==> config.mk <==
export PLATFORM = sky130hd
export DESIGN_NAME = fir_scheduler_flat
export DESIGN_NICKNAME = d
export VERILOG_FILES = /design/src/rtl/fir_sched_pkg.sv /design/src/rtl/fir_sched_if.sv /design/src/rtl/flex_counter.sv /design/src/rtl/fir_scheduler.sv /design/src/flat_wrapper.sv
export SDC_FILE = /design/constraint.sdc
export NUM_CORES = 1
export LEC_CHECK = 0
export ABC_AREA = 1
export BUFFER_PORTS_ARGS = -buffer_cell sky130_fd_sc_hd__buf_4
export CAP_MARGIN = 5
export CORE_MARGIN = 10
export CORE_UTILIZATION = 53
export CTS_BUF_LIST = sky130_fd_sc_hd__clkbuf_8 sky130_fd_sc_hd__clkbuf_16
export DETAILED_ROUTE_END_ITERATION = 10
export PLACE_DENSITY = 0.76
export SYNTH_ARGS = -nofsm -noshare
export SYNTH_HDL_FRONTEND = slang
export SYNTH_SLANG_ARGS = --single-unit
==> constraint.sdc <==
create_clock -name clk -period 1.5 [get_ports clk]
set_input_delay 0.15 -clock clk [delete_from_list [all_inputs] [get_ports clk]]
set_output_delay 0.15 -clock clk [all_outputs]
set_load 0.02 [all_outputs]
==> src/rtl/fir_sched_pkg.sv <==
// fir_sched_pkg
//   Shared types and constants for the FIR job scheduler: FSM state
//   encoding, coefficient count and index width, and a small helper
//   used to qualify the handshake watchdog.
package fir_sched_pkg;

  localparam int COEFF_COUNT = 4;
  localparam int COEFF_IDX_W = 2;

  typedef enum logic [2:0] {
    IDLE      = 3'd0,
    ISSUE_DR  = 3'd1,
    WAIT_DATA = 3'd2,
    ISSUE_LC  = 3'd3,
    WAIT_LC   = 3'd4
  } sched_state_t;

  // The watchdog only runs in the two states that wait for modwait to rise.
  function automatic logic is_issue(input sched_state_t s);
    return (s == ISSUE_DR) || (s == ISSUE_LC);
  endfunction

endpackage

==> src/rtl/fir_sched_if.sv <==
// fir_sched_if
//   Groups the scheduler's register-block side (requests, status) and
//   controller side (dr/lc handshake, coeff_sel) into one bundle.
//   master : the scheduler itself
//   slave  : the surrounding register block / FIR controller
interface fir_sched_if;
  import fir_sched_pkg::*;

  // register-block side
  logic                   sample_req;
  logic                   coeff_req;
  logic                   status_clr;
  logic                   busy;
  logic                   coeff_loaded;
  logic                   result_valid;
  logic                   err_pulse;
  logic                   overrun;
  logic                   timeout;
  // controller side
  logic                   modwait;
  logic                   ctrl_err;
  logic                   dr;
  logic                   lc;
  logic [COEFF_IDX_W-1:0] coeff_sel;

  modport master (
    input  sample_req, coeff_req, status_clr, modwait, ctrl_err,
    output dr, lc, coeff_sel, busy, coeff_loaded, result_valid,
           err_pulse, overrun, timeout
  );

  modport slave (
    output sample_req, coeff_req, status_clr, modwait, ctrl_err,
    input  dr, lc, coeff_sel, busy, coeff_loaded, result_valid,
           err_pulse, overrun, timeout
  );

endinterface

==> src/rtl/flex_counter.sv <==
// flex_counter
//   Modulo-N up-counter used as the handshake watchdog. Counts 0..N-1 and
//   wraps; o_rollover_flag marks the enabled cycle in which the wrap
//   happens, i.e. it is high after exactly N enabled cycles since clear.
// Ports:
//   clk, n_rst        clock, async active-low reset
//   i_clear           synchronous clear to 0 (wins over count)
//   i_count_enable    advance the count this cycle
//   i_rollover_val    modulus N (N >= 1)
//   o_rollover_flag   N-th enabled cycle since clear
module flex_counter #(
  parameter int NUM_CNT_BITS = 4
) (
  input  logic                    clk,
  input  logic                    n_rst,
  input  logic                    i_clear,
  input  logic                    i_count_enable,
  input  logic [NUM_CNT_BITS-1:0] i_rollover_val,
  output logic                    o_rollover_flag
);

  logic [NUM_CNT_BITS-1:0] r_count;
  logic                    w_at_top;

  assign w_at_top = (r_count == (i_rollover_val - 1'b1));

  always_ff @(posedge clk or negedge n_rst) begin
    if (!n_rst) begin
      r_count <= '0;
    end else if (i_clear) begin
      r_count <= '0;
    end else if (i_count_enable) begin
      r_count <= w_at_top ? '0 : r_count + 1'b1;
    end
  end

  assign o_rollover_flag = i_count_enable & ~i_clear & w_at_top;

endmodule

==> src/rtl/fir_scheduler.sv <==
// fir_scheduler
//   Job scheduler in front of the FIR filter controller. Latches sample and
//   coefficient-reload requests, starts one job at a time from IDLE
//   (coefficients first), drives the dr/lc handshake with coeff_sel
//   steering, and reports completion, controller error, overrun and
//   handshake timeout.
// Ports:
//   clk, n_rst   clock, async active-low reset
//   bus          fir_sched_if.master (requests/status + controller handshake)
//
// state     | meaning
// ----------+-------------------------------------------------------------
// IDLE      | no job; pick coef_pend, else samp_pend
// ISSUE_DR  | dr high, waiting for controller to raise modwait
// WAIT_DATA | controller filtering; leave when modwait drops
// ISSUE_LC  | lc high with coeff_sel=idx, waiting for modwait
// WAIT_LC   | coefficient stored; next idx or finish the set
module fir_scheduler
  import fir_sched_pkg::*;
#(
  parameter int TIMEOUT_CYCLES = 8,
  parameter int TO_BITS        = 4
) (
  input logic         clk,
  input logic         n_rst,
  fir_sched_if.master bus
);

  sched_state_t           r_state;
  logic                   r_samp_pend;
  logic                   r_coef_pend;
  logic                   r_dr;
  logic                   r_lc;
  logic [COEFF_IDX_W-1:0] r_coeff_sel;
  logic                   r_busy;
  logic                   r_coeff_loaded;
  logic                   r_result_valid;
  logic                   r_err_pulse;
  logic                   r_overrun;
  logic                   r_timeout;

  logic w_coef_any;
  logic w_samp_any;
  logic w_coef_take;
  logic w_samp_take;
  logic w_overrun_set;
  logic w_wd_clear;
  logic w_wd_count;
  logic w_wd_expire;
  logic w_last_coeff;

  // A request arriving in IDLE is acted on in the same cycle, so the
  // pending flag and the live pulse are both considered.
  assign w_coef_any    = r_coef_pend | bus.coeff_req;
  assign w_samp_any    = r_samp_pend | bus.sample_req;
  assign w_coef_take   = (r_state == IDLE) & w_coef_any;
  assign w_samp_take   = (r_state == IDLE) & ~w_coef_any & w_samp_any;
  assign w_overrun_set = bus.sample_req & r_samp_pend & ~w_samp_take;
  assign w_last_coeff  = (r_coeff_sel == COEFF_IDX_W'(COEFF_COUNT - 1));

  // Held clear outside the ISSUE states, so each ISSUE entry starts at 0.
  assign w_wd_clear = ~is_issue(r_state);
  assign w_wd_count = is_issue(r_state) & ~bus.modwait;

  flex_counter #(
    .NUM_CNT_BITS (TO_BITS)
  ) u_watchdog (
    .clk             (clk),
    .n_rst           (n_rst),
    .i_clear         (w_wd_clear),
    .i_count_enable  (w_wd_count),
    .i_rollover_val  (TO_BITS'(TIMEOUT_CYCLES)),
    .o_rollover_flag (w_wd_expire)
  );

  always_ff @(posedge clk or negedge n_rst) begin
    if (!n_rst) begin
      r_state        <= IDLE;
      r_samp_pend    <= 1'b0;
      r_coef_pend    <= 1'b0;
      r_dr           <= 1'b0;
      r_lc           <= 1'b0;
      r_coeff_sel    <= '0;
      r_busy         <= 1'b0;
      r_coeff_loaded <= 1'b0;
      r_result_valid <= 1'b0;
      r_err_pulse    <= 1'b0;
      r_overrun      <= 1'b0;
      r_timeout      <= 1'b0;
    end else begin
      r_result_valid <= 1'b0;
      r_err_pulse    <= 1'b0;

      // When a flag is consumed, a request in the same cycle becomes the
      // next pending one only if the flag was already set; otherwise the
      // live pulse itself is what got consumed.
      r_samp_pend <= w_samp_take ? (r_samp_pend & bus.sample_req)
                                 : (r_samp_pend | bus.sample_req);
      r_coef_pend <= w_coef_take ? (r_coef_pend & bus.coeff_req)
                                 : (r_coef_pend | bus.coeff_req);

      if (w_overrun_set)       r_overrun <= 1'b1;
      else if (bus.status_clr) r_overrun <= 1'b0;

      if (w_wd_expire)         r_timeout <= 1'b1;
      else if (bus.status_clr) r_timeout <= 1'b0;

      if (bus.coeff_req) r_coeff_loaded <= 1'b0;

      unique case (r_state)
        IDLE: begin
          if (w_coef_any) begin
            r_state     <= ISSUE_LC;
            r_coeff_sel <= '0;
            r_lc        <= 1'b1;
            r_busy      <= 1'b1;
          end else if (w_samp_any) begin
            r_state <= ISSUE_DR;
            r_dr    <= 1'b1;
            r_busy  <= 1'b1;
          end
        end

        ISSUE_DR: begin
          if (bus.modwait) begin
            r_state <= WAIT_DATA;
            r_dr    <= 1'b0;
          end else if (w_wd_expire) begin
            r_state <= IDLE;
            r_dr    <= 1'b0;
            r_busy  <= 1'b0;
          end
        end

        WAIT_DATA: begin
          if (!bus.modwait) begin
            if (bus.ctrl_err) r_err_pulse    <= 1'b1;
            else              r_result_valid <= 1'b1;
            r_state <= IDLE;
            r_busy  <= 1'b0;
          end
        end

        ISSUE_LC: begin
          if (bus.modwait) begin
            r_state <= WAIT_LC;
            r_lc    <= 1'b0;
          end else if (w_wd_expire) begin
            r_state <= IDLE;
            r_lc    <= 1'b0;
            r_busy  <= 1'b0;
          end
        end

        WAIT_LC: begin
          if (!bus.modwait) begin
            if (w_last_coeff) begin
              r_state <= IDLE;
              r_busy  <= 1'b0;
              // A reload requested mid-sequence makes this set stale.
              if (!r_coef_pend && !bus.coeff_req) r_coeff_loaded <= 1'b1;
            end else begin
              r_state     <= ISSUE_LC;
              r_coeff_sel <= r_coeff_sel + 1'b1;
              r_lc        <= 1'b1;
            end
          end
        end

        default: begin
          r_state <= IDLE;
          r_dr    <= 1'b0;
          r_lc    <= 1'b0;
          r_busy  <= 1'b0;
        end
      endcase
    end
  end

  assign bus.dr           = r_dr;
  assign bus.lc           = r_lc;
  assign bus.coeff_sel    = r_coeff_sel;
  assign bus.busy         = r_busy;
  assign bus.coeff_loaded = r_coeff_loaded;
  assign bus.result_valid = r_result_valid;
  assign bus.err_pulse    = r_err_pulse;
  assign bus.overrun      = r_overrun;
  assign bus.timeout      = r_timeout;

endmodule
==> src/flat_wrapper.sv <==
// flat-port wrapper written by rule: the top's interface ports become plain ports
module fir_scheduler_flat import fir_sched_pkg::*;
#(
  parameter int TIMEOUT_CYCLES = 8,
  parameter int TO_BITS        = 4
)
  (clk, n_rst, bus_sample_req, bus_coeff_req, bus_status_clr, bus_modwait, bus_ctrl_err, bus_dr, bus_lc, bus_coeff_sel, bus_busy, bus_coeff_loaded, bus_result_valid, bus_err_pulse, bus_overrun, bus_timeout);
  fir_sched_if bus_i ();
  input logic clk;
  input logic n_rst;
  input wire logic [$bits(bus_i.sample_req)-1:0] bus_sample_req;
  input wire logic [$bits(bus_i.coeff_req)-1:0] bus_coeff_req;
  input wire logic [$bits(bus_i.status_clr)-1:0] bus_status_clr;
  input wire logic [$bits(bus_i.modwait)-1:0] bus_modwait;
  input wire logic [$bits(bus_i.ctrl_err)-1:0] bus_ctrl_err;
  output wire logic [$bits(bus_i.dr)-1:0] bus_dr;
  output wire logic [$bits(bus_i.lc)-1:0] bus_lc;
  output wire logic [$bits(bus_i.coeff_sel)-1:0] bus_coeff_sel;
  output wire logic [$bits(bus_i.busy)-1:0] bus_busy;
  output wire logic [$bits(bus_i.coeff_loaded)-1:0] bus_coeff_loaded;
  output wire logic [$bits(bus_i.result_valid)-1:0] bus_result_valid;
  output wire logic [$bits(bus_i.err_pulse)-1:0] bus_err_pulse;
  output wire logic [$bits(bus_i.overrun)-1:0] bus_overrun;
  output wire logic [$bits(bus_i.timeout)-1:0] bus_timeout;
  assign bus_i.sample_req = bus_sample_req;
  assign bus_i.coeff_req = bus_coeff_req;
  assign bus_i.status_clr = bus_status_clr;
  assign bus_i.modwait = bus_modwait;
  assign bus_i.ctrl_err = bus_ctrl_err;
  assign bus_dr = bus_i.dr;
  assign bus_lc = bus_i.lc;
  assign bus_coeff_sel = bus_i.coeff_sel;
  assign bus_busy = bus_i.busy;
  assign bus_coeff_loaded = bus_i.coeff_loaded;
  assign bus_result_valid = bus_i.result_valid;
  assign bus_err_pulse = bus_i.err_pulse;
  assign bus_overrun = bus_i.overrun;
  assign bus_timeout = bus_i.timeout;
  fir_scheduler #(.TIMEOUT_CYCLES(TIMEOUT_CYCLES), .TO_BITS(TO_BITS)) u_core (.clk(clk), .n_rst(n_rst), .bus(bus_i));
endmodule
### Word level (Yosys, flattened, before mapping)

Cells that the tools add are included.

* flip-flop bits (word level): 19

* eq/ne operators: 19
* mux-type cells: 47
* $add $sub $neg: 2
* bitwise logic cells: 16
* reduce and logical (&&, ||, !) cells: 16

Operators with widths (number)
* 1-bit 2-to-1 mux: 28
* 3-bit 2-to-1 mux: 7
* 3-bit one-hot mux with 5 select lines: 1
* 4-bit 2-to-1 mux: 3
* 2-bit inequality test (second input constant): 6
* 1-bit AND: 9
* 2-bit 2-to-1 mux: 4
* 2-bit by 1-bit inequality test with 1-bit output (second input constant): 4
* 1-bit one-hot mux with 4 select lines: 2
* 4-bit AND reduction: 2
* 3-bit by 2-bit equality test with 1-bit output (second input constant): 2
* 3-bit inequality test (second input constant): 2
* 6-bit AND reduction: 1
* 2-bit nonzero test: 3
* 1-bit inverter: 5
* 5-bit AND reduction: 1
* 4-bit by 1-bit adder with 4-bit output (second input constant): 1
* 4-bit by 3-bit equality test with 1-bit output (second input constant): 1
* 2-bit one-hot mux with 2 select lines: 1
* 2-bit OR reduction: 2
* 3-bit by 1-bit equality test with 1-bit output (second input constant): 1
* 3-bit equality test (second input constant): 1
* 3-bit zero test: 1
* 3-bit by 1-bit inequality test with 1-bit output (second input constant): 1
* other kinds (9): 11

### Depth between registers and ports, before layout

Gate-level depths: netlist of run 1.

* word-level depth: 8
* depth in mapped cells: 9
* depth with buffers taken out: 9

### Cells and area by module

From an unflattened synthesis of run 1, not the netlist that was laid out.

* cells, all modules: 161
* area total of the unflattened synthesis: 1126.1 µm²

Modules (own cells, without submodules)
* fir_scheduler: times used 1, area each 775.7 µm², cells each 104
* flex_counter: times used 1, area each 350.3 µm², cells each 57

### Worst setup path before layout of run 1

OpenSTA, ideal clock, no wires.

* path kind: register to register
* from: register u_core.r_coeff_sel[0] (netlist: u_core.bus.coeff_sel[0])
* to: register u_core.r_coeff_sel[1] (netlist: u_core.bus.coeff_sel[1])
* library setup time: 121 ps
* path buffers: 0
* clock period less this slack: 1222 ps
* arrival: 1101 ps
* required time: 1379 ps
* slack: 278 ps
* cell stages (with the launch flop): 8
* cells stage by stage: dfrtp_1 ha_1 inv_1 nand2_2 nand2_1 o21ai_2 nand2_1 o21ai_2

* longest elaborated chain between the ends: 4
* elaborated cells between the ends (all ways): 7
* those cells by class: add/sub: 1; eq/ne: 2; mux: 3; reduce/logical: 1

RTL lines
* from (decl): line fir_scheduler.sv:34 `logic [COEFF_IDX_W-1:0] r_coeff_sel;`
* from (signal assigned): line fir_scheduler.sv:164 `r_coeff_sel <= r_coeff_sel + 1'b1;`
* 2-bit by 1-bit adder with 2-bit output: line fir_scheduler.sv:164
* 2-bit 2-to-1 mux: line fir_scheduler.sv:157 `if (w_last_coeff) begin`
* 2-bit 2-to-1 mux: line fir_scheduler.sv:156 `if (!bus.modwait) begin`
* 2-bit one-hot mux with 2 select lines: line fir_scheduler.sv:110 `unique case (r_state)`

Several ways; a longest one is shown, not always the timed one. The select of a mux whose other input is x is not followed.
A chain may end at the register's enable or synchronous reset.

### Worst setup path in the final report of run 1

* from: register u_core.r_state[2]
* to: register u_core.r_coeff_sel[1] (netlist: u_core.bus.coeff_sel[1])

* longest elaborated chain between the ends: 3
* elaborated cells between the ends (all ways): 8
* those cells by class: eq/ne: 4; mux: 1; reduce/logical: 3

RTL lines
* from (decl): line fir_scheduler.sv:29 `sched_state_t r_state;`
* from (signal assigned): line fir_scheduler.sv:78 `r_state <= IDLE;`
* from (signal assigned): line fir_scheduler.sv:113 `r_state <= ISSUE_LC;`
* from (signal assigned): line fir_scheduler.sv:118 `r_state <= ISSUE_DR;`
* 3-bit equality test / 3-bit zero test (equally long branches): line fir_scheduler.sv:110
* 2-bit inequality test (no source line), or another cell as far along
* 4-bit AND reduction (no source line)

Several ways; a longest one is shown, not always the timed one.

==> impl_metrics.json, run 1 <==
{
  "worst_slew_pin_slew_ps": 263.9,
  "power_density_nw_per_um2": 1744,
  "syn-num-nets": 128,
  "met2_length_mm": 1.038,
  "synth_warnings": 0,
  "syn_area_sq_um": 947.2,
  "drc": 0,
  "synth.area.top_cells": "dfrtp_1 (50%), nand2_1 (13%), nor2_1 (5.2%)",
  "htreeDepth": 1,
  "ys_ff_latch": 19,
  "switchingPower_w": 0.0008781,
  "largest_reg_flops": 4,
  "cp_max_fo": 6,
  "power_w": 0.002025,
  "fin_nets": 150,
  "r2r-end": "u_core.bus.coeff_sel[1]",
  "rows": 15,
  "grt_pass1_vias": 853,
  "setup_viol": 0,
  "reg2reg_setup_slack_ps": 110,
  "num_vias": 887,
  "gp_congestion": 0.8241,
  "fmax_ghz": 0.7180,
  "synth_top_area_cell": "dfrtp_1",
  "die_h_microns": 62.28,
  "initial_core_util": 0.5546,
  "fp.dieW_microns": 62.28,
  "wl_mm": 2.208,
  "leakage_nw": 0.5918,
  "path_clk_slew_ps": 70,
  "io_buffers": 16,
  "slew_headroom": 0.8241,
  "hpwl_mm": 1.685,
  "layout-drive-gt1-share": 0.2214,
  "whs_endpoint": "u_core.bus.result_valid",
  "synth_cell_types": 22,
  "holdPathStages": 2,
  "rr_worst_depth": 7,
  "start_kind": "register",
  "avgSynthCellArea_sq_um": 7.959,
  "diodes": 0,
  "fin_crit_sh": 0.9285,
  "grt_overflow": 0,
  "dr.max_layer_used": "met4",
  "ioPinCount": 17,
  "cts_root_buffer": "clkbuf_8",
  "seqPwrFrac": 0.377,
  "clkLatencyLatePin_ps": 260,
  "top_register": "u_core.u_watchdog.r_count",
  "endpoint_kind": "register",
  "syn_to_final_growth_pct": 22.59,
  "switching_share": 0.4336,
  "hold_viol_final": 0,
  "power_frac_comb": 0.445,
  "arrival_ps": 1540,
  "r2r-start": "u_core.r_state[2]",
  "cts_made_buffers": 3,
  "grt_first_pass_wirelength_mm": 3.774,
  "ys_seq_area_frac": 0.5020,
  "num-fill-cells": 134,
  "cp.required_ps": 1650,
  "drt_iter0_drc": 48,
  "wl_met1_microns": 980,
  "wire_per_inst_microns": 13.38,
  "wl_met3_microns": 160,
  "min-delay-start": "bus_ctrl_err",
  "finalMaxSlewViolations": 0,
  "hold_class": "in2reg",
  "core_sq_um": 1708,
  "tns_ps": 0,
  "peakVddDrop_uv": 1134,
  "period_minus_slack_ps": 1393,
  "netlist.area_leader.share": 0.5020,
  "dieArea_sq_um": 3878,
  "grt_max_degree": 20,
  "clkPwrFrac": 0.178,
  "ant_nets": 0,
  "syn_inst": 119,
  "status": "complete, no violations",
  "intPower_w": 0.001147,
  "numClockSinks": 19,
  "fin_skew_ps": 3.251,
  "first_pass_iters": 4,
  "antenna_found_initial": 0,
  "cap_violations": 0,
  "vias_per_cell": 5.376,
  "grt_use_total": 0.1143,
  "final_core_util": 0.6799,
  "path_class": "reg2reg",
  "cts_buffer_depth": 2,
  "cts_tree": "yes"
}
[cells by family after synthesis]
logic type               count (synthesis)  synth area share
buffers and inverters                   15           0.05944
AO/OA/AOI/OAI                           18            0.1136
XOR/XNOR                                 1          0.009249
adder cells (fa/ha/maj)                  2           0.02642
AND/OR/NAND/NOR                         64            0.2893
flip-flops                              19            0.5020
[cells in the mapped netlist (all sizes together)]
library cell  number
a31oi              1
xor2               1
nor2              15
or2                1
o21a               1
nand2             35
nor3               1
nand3              9
o22ai              2
dfrtp             19
nand4              2
inv               15
o32ai              1
a21oi              2
ha                 2
nand3b             1
o21ai             11
[critical path, cell delays in order, from the launching register on]
cell,delay [ps]
dfrtp_1,490
inv_2,130
nor2_2,190
nand2_2,100
nand2_1,130
o21ai_2,110
nand2_1,90
o21ai_2,50
[through the flow]
stage / std cells / hold slack [ps] / setup slack [ps] / area (sq um)
floorplan: 119 / -145.6 / 278.1 / 947.2
global placement: 160 / 35.51 / 157.7 / 1099
detailed placement: 160 / 36.27 / 114.6 / 1099
CTS: 165 / 48.20 / 97.81 / 1155
global route: 165 / 48.62 / -5.631 / 1161
finish: 165 / 48.79 / 107.2 / 1161
[cell type report]
type | instances | area [sq um] | area share
sequential | 19 | 476.7 | 0.4106
multi-input combinational | 85 | 420.4 | 0.3621
timing repair buffer | 17 | 130.1 | 0.1121
inverter | 15 | 56.30 | 0.04849
clock buffer | 3 | 41.29 | 0.03556
tap | 25 | 31.28 | 0.02694
clock inverter | 1 | 5.005 | 0.004310
[metal layers]
layer  global-route usage  up-vias
met5                    0        -
met4              0.03911        0
met3              0.03405        4
met2               0.1769       36
met1               0.1469      417
li1                     -      430
[timing repair]
action | in CTS | in global routing
hold endpoints to repair | 19 | 0
resized for setup | 0 | 2
setup buffers | 0 | 0
hold buffers | 1 | 0
endpoints found under the setup margin | 0 | 1
[how the worst max path moves through the flow]
stage	startpoint	end	slack, ps	cells past startpoint
2_1_floorplan	u_core.bus.coeff_sel[0]	u_core.bus.coeff_sel[1]	280	7
3_3_place_gp	u_core.r_state[1]	u_core.bus.coeff_sel[1]	160	8
3_5_place_dp	u_core.r_state[1]	u_core.bus.coeff_sel[1]	110	8
4_1_cts	u_core.r_state[1]	u_core.bus.coeff_sel[1]	100	8
5_1_grt	u_core.r_state[2]	u_core.bus.coeff_sel[0]	-6	7
6_report	u_core.r_state[2]	u_core.bus.coeff_sel[1]	110	7
[cells in the final DEF, fill, tap and decap left out]
cell type	n
buf_4	16
nand2_2	2
or2_2	1
o32ai_1	1
dfrtp_1	18
o21ai_2	2
inv_2	3
nor2_1	13
dlygate4sd3_1	1
o21ai_0	8
dfrtp_2	1
xor2_1	1
a31oi_1	1
a21oi_1	2
ha_1	2
nand3_1	9
nand2_1	33
clkbuf_8	3
clkinv_2	1
o21a_1	1
nand3b_1	1
o21ai_1	1
o22ai_1	2
inv_1	12
nand4_1	2
nor2_4	1
nor2_2	1
nor3_1	1
[power groups by stage]
stage | sequential, W | clock, W | combinational [W]
CTS | 0.000754 | 0.000368 | 0.000890
global route | 0.000785 | 0.000392 | 0.00102
finish | 0.000764 | 0.000360 | 0.000902
detailed placement | 0.000763 | 0 | 0.000886
global placement | 0.000756 | 0 | 0.000858
floorplan | 0.000813 | 0 | 0.000553
Note: power is estimated with default switching activity, not from simulation.
==> run 2, diff against run 1 <==
--- a/config.mk
+++ b/config.mk
@@ -13,6 +13,7 @@
 export CTS_BUF_LIST = sky130_fd_sc_hd__clkbuf_8 sky130_fd_sc_hd__clkbuf_16
 export DETAILED_ROUTE_END_ITERATION = 10
 export PLACE_DENSITY = 0.76
+export RECOVER_POWER = 50
 export SYNTH_ARGS = -nofsm -noshare
 export SYNTH_HDL_FRONTEND = slang
 export SYNTH_SLANG_ARGS = --single-unit
==> run 2 against run 1 <==
Net effect:
- sequential cell count unchanged
- highest routed layer unchanged
- die area unchanged
- largest power group unchanged
- critical endpoint is now u_core.r_state[1]
- sequential share of layout area increased by 0.67 points
- fmax decreased by 0.13%
==> impl_metrics.json, run 2 (synthesis gave the netlist of run 1 again) <==
{
  "cts_buffer_depth": 2,
  "path_class": "reg2reg",
  "gp_congestion": 0.8241,
  "cp_max_fo": 6,
  "wl_mm": 2.228,
  "r2r-end": "u_core.r_state[1]",
  "io_buffers": 16,
  "stdcell_count": 165,
  "multi_input_area_sq_um": 420.4,
  "finalMaxSlewViolations": 0,
  "hold_viol_final": 0,
  "syn_to_final_growth_pct": 20.61,
  "cap_violations": 0,
  "power_frac_comb": 0.441,
  "ant_nets": 0,
  "critPathTopFamily": "simple AND/OR/NAND/NOR gates",
  "drt_iter0_drc": 46,
  "layout_common_cells": "nand2_1 (33), dfrtp_1 (18), nor2_1 (13)",
  "switchingPower_w": 0.0008809,
  "path_clk_slew_ps": 70,
  "cp_slowest_cell": "dfrtp_1",
  "first_pass_iters": 4,
  "cp.required_ps": 1700,
  "seqPwrFrac": 0.380,
  "path_buf_inv": 0,
  "timing.hold.ws_ps": 49.08,
  "power_w": 0.002010,
  "worst_slew_pin_slew_ps": 274.1,
  "path_cells": "nor2_1, nand2_1, nor2_1, nand2_1, nand3_1, nand2_1, nand2_1",
  "start_kind": "register",
  "cp_slowest_stage_delay_ps": 470,
  "antenna_found_initial": 0,
  "cp-startpoint": "u_core.r_state[2]",
  "ioPinCount": 17,
  "r2r-start": "u_core.r_state[2]",
  "cpMostUsedCell": "nand2_1",
  "final_common_cell": "nand2_1",
  "endpoint_kind": "register",
  "leakage_nw": 0.5711,
  "numClockSinks": 19,
  "cts_root_buffer": "clkbuf_8",
  "grt_overflow": 0,
  "intPower_w": 0.001129,
  "fin_skew_ps": 3.729,
  "grt_first_pass_wirelength_mm": 3.774,
  "power_density_nw_per_um2": 1759,
  "peakVddDrop_uv": 1068,
  "fin_crit_sh": 0.9298,
  "tns_ps": 0,
  "num_vias": 889,
  "rr_worst_depth": 7,
  "cts_tree": "yes",
  "final_core_util": 0.6689,
  "fmax_ghz": 0.7170,
  "layout-drive-gt1-share": 0.1857,
  "die_h_microns": 62.28,
  "cp-endpoint": "u_core.r_state[1]",
  "hpwl_mm": 1.685,
  "drc": 0,
  "switching_share": 0.4383,
  "core_sq_um": 1708,
  "crit_cells": 7,
  "setup_viol": 0,
  "fp.dieW_microns": 62.28,
  "largest_reg_flops": 4,
  "period_minus_slack_ps": 1395,
  "initial_core_util": 0.5546,
  "grt_use_total": 0.1143,
  "clkPwrFrac": 0.179,
  "reg2reg_setup_slack_ps": 110,
  "slew_headroom": 0.8180,
  "htreeDepth": 1,
  "arrival_ps": 1590,
  "min-delay-start": "bus_ctrl_err",
  "diodes": 0,
  "status": "complete, no violations",
  "dp_cells": 160,
  "hold_class": "in2reg",
  "grt_pass1_vias": 853,
  "regArea_sq_um": 476.7,
  "dieArea_sq_um": 3878,
  "clkLatencyLatePin_ps": 260,
  "num-fill-cells": 141,
  "fin_nets": 150,
  "grt_max_degree": 20,
  "wire_per_inst_microns": 13.50,
  "cts_made_buffers": 3,
  "top_register": "u_core.u_watchdog.r_count",
  "rows": 15,
  "vias_per_cell": 5.388
}
[run 2: cell types whose count changed in the layout (fill, tap and decap cells not counted), sizes merged]
cell / change
buf: -5
clkbuf: +5
[run 2: worst min path at each step]
stage / endpoint / cells past startpoint
after CTS: u_core.bus.result_valid / 2
final: u_core.bus.result_valid / 2
after floorplan: u_core.bus.busy / 0
after global routing: u_core.bus.result_valid / 2
after global placement: u_core.bus.result_valid / 1
after detailed placement: u_core.u_watchdog.r_count[3] / 1
[run 2: timing repair]
| action | CTS | global route |
|---|---|---|
| endpoints found under the hold margin | 19 | 0 |
| hold buffers | 1 | 0 |
| resized for setup | 0 | 2 |
| setup buffers | 0 | 0 |
| setup endpoints to repair | 0 | 1 |
[run 2: per-layer routing]
metal	routed length (microns)	global-route usage	up-vias
met3	157	0.03405	4
met5	0	0	-
met2	1036	0.1769	39
li1	-	-	429
met1	1003	0.1469	417
met4	30	0.03911	0
[run 2: area by class of cell]
type	instances	share of cell area
timing repair buffer	17	0.09748
sequential	19	0.4173
inverter	15	0.04929
multi-input combinational	85	0.3680
tap	25	0.02738
clock inverter	1	0.004381
clock buffer	3	0.03614
[run 2: through the flow]
step	setup slack (ps)	area, sq um
after floorplan	278.1	947.2
after global placement	157.7	1099
after detailed placement	114.6	1099
after CTS	97.81	1155
after global routing	-5.631	1142
final	105.3	1142
[run 2: power groups by stage]
stage,combinational (W),sequential [W],clock [W]
after detailed placement,0.000886,0.000763,0
after CTS,0.000890,0.000754,0.000368
after floorplan,0.000553,0.000813,0
after global routing,0.00100,0.000784,0.000392
final,0.000886,0.000763,0.000361
after global placement,0.000858,0.000756,0
[run 2: worst reg2reg max path, stage by stage, from the launching register on]
cell and delay [ps]:
dfrtp_1 470, nor2_1 230, nand2_1 120, nor2_1 190, nand2_1 120, nand3_1 100, nand2_1 50, nand2_1 50
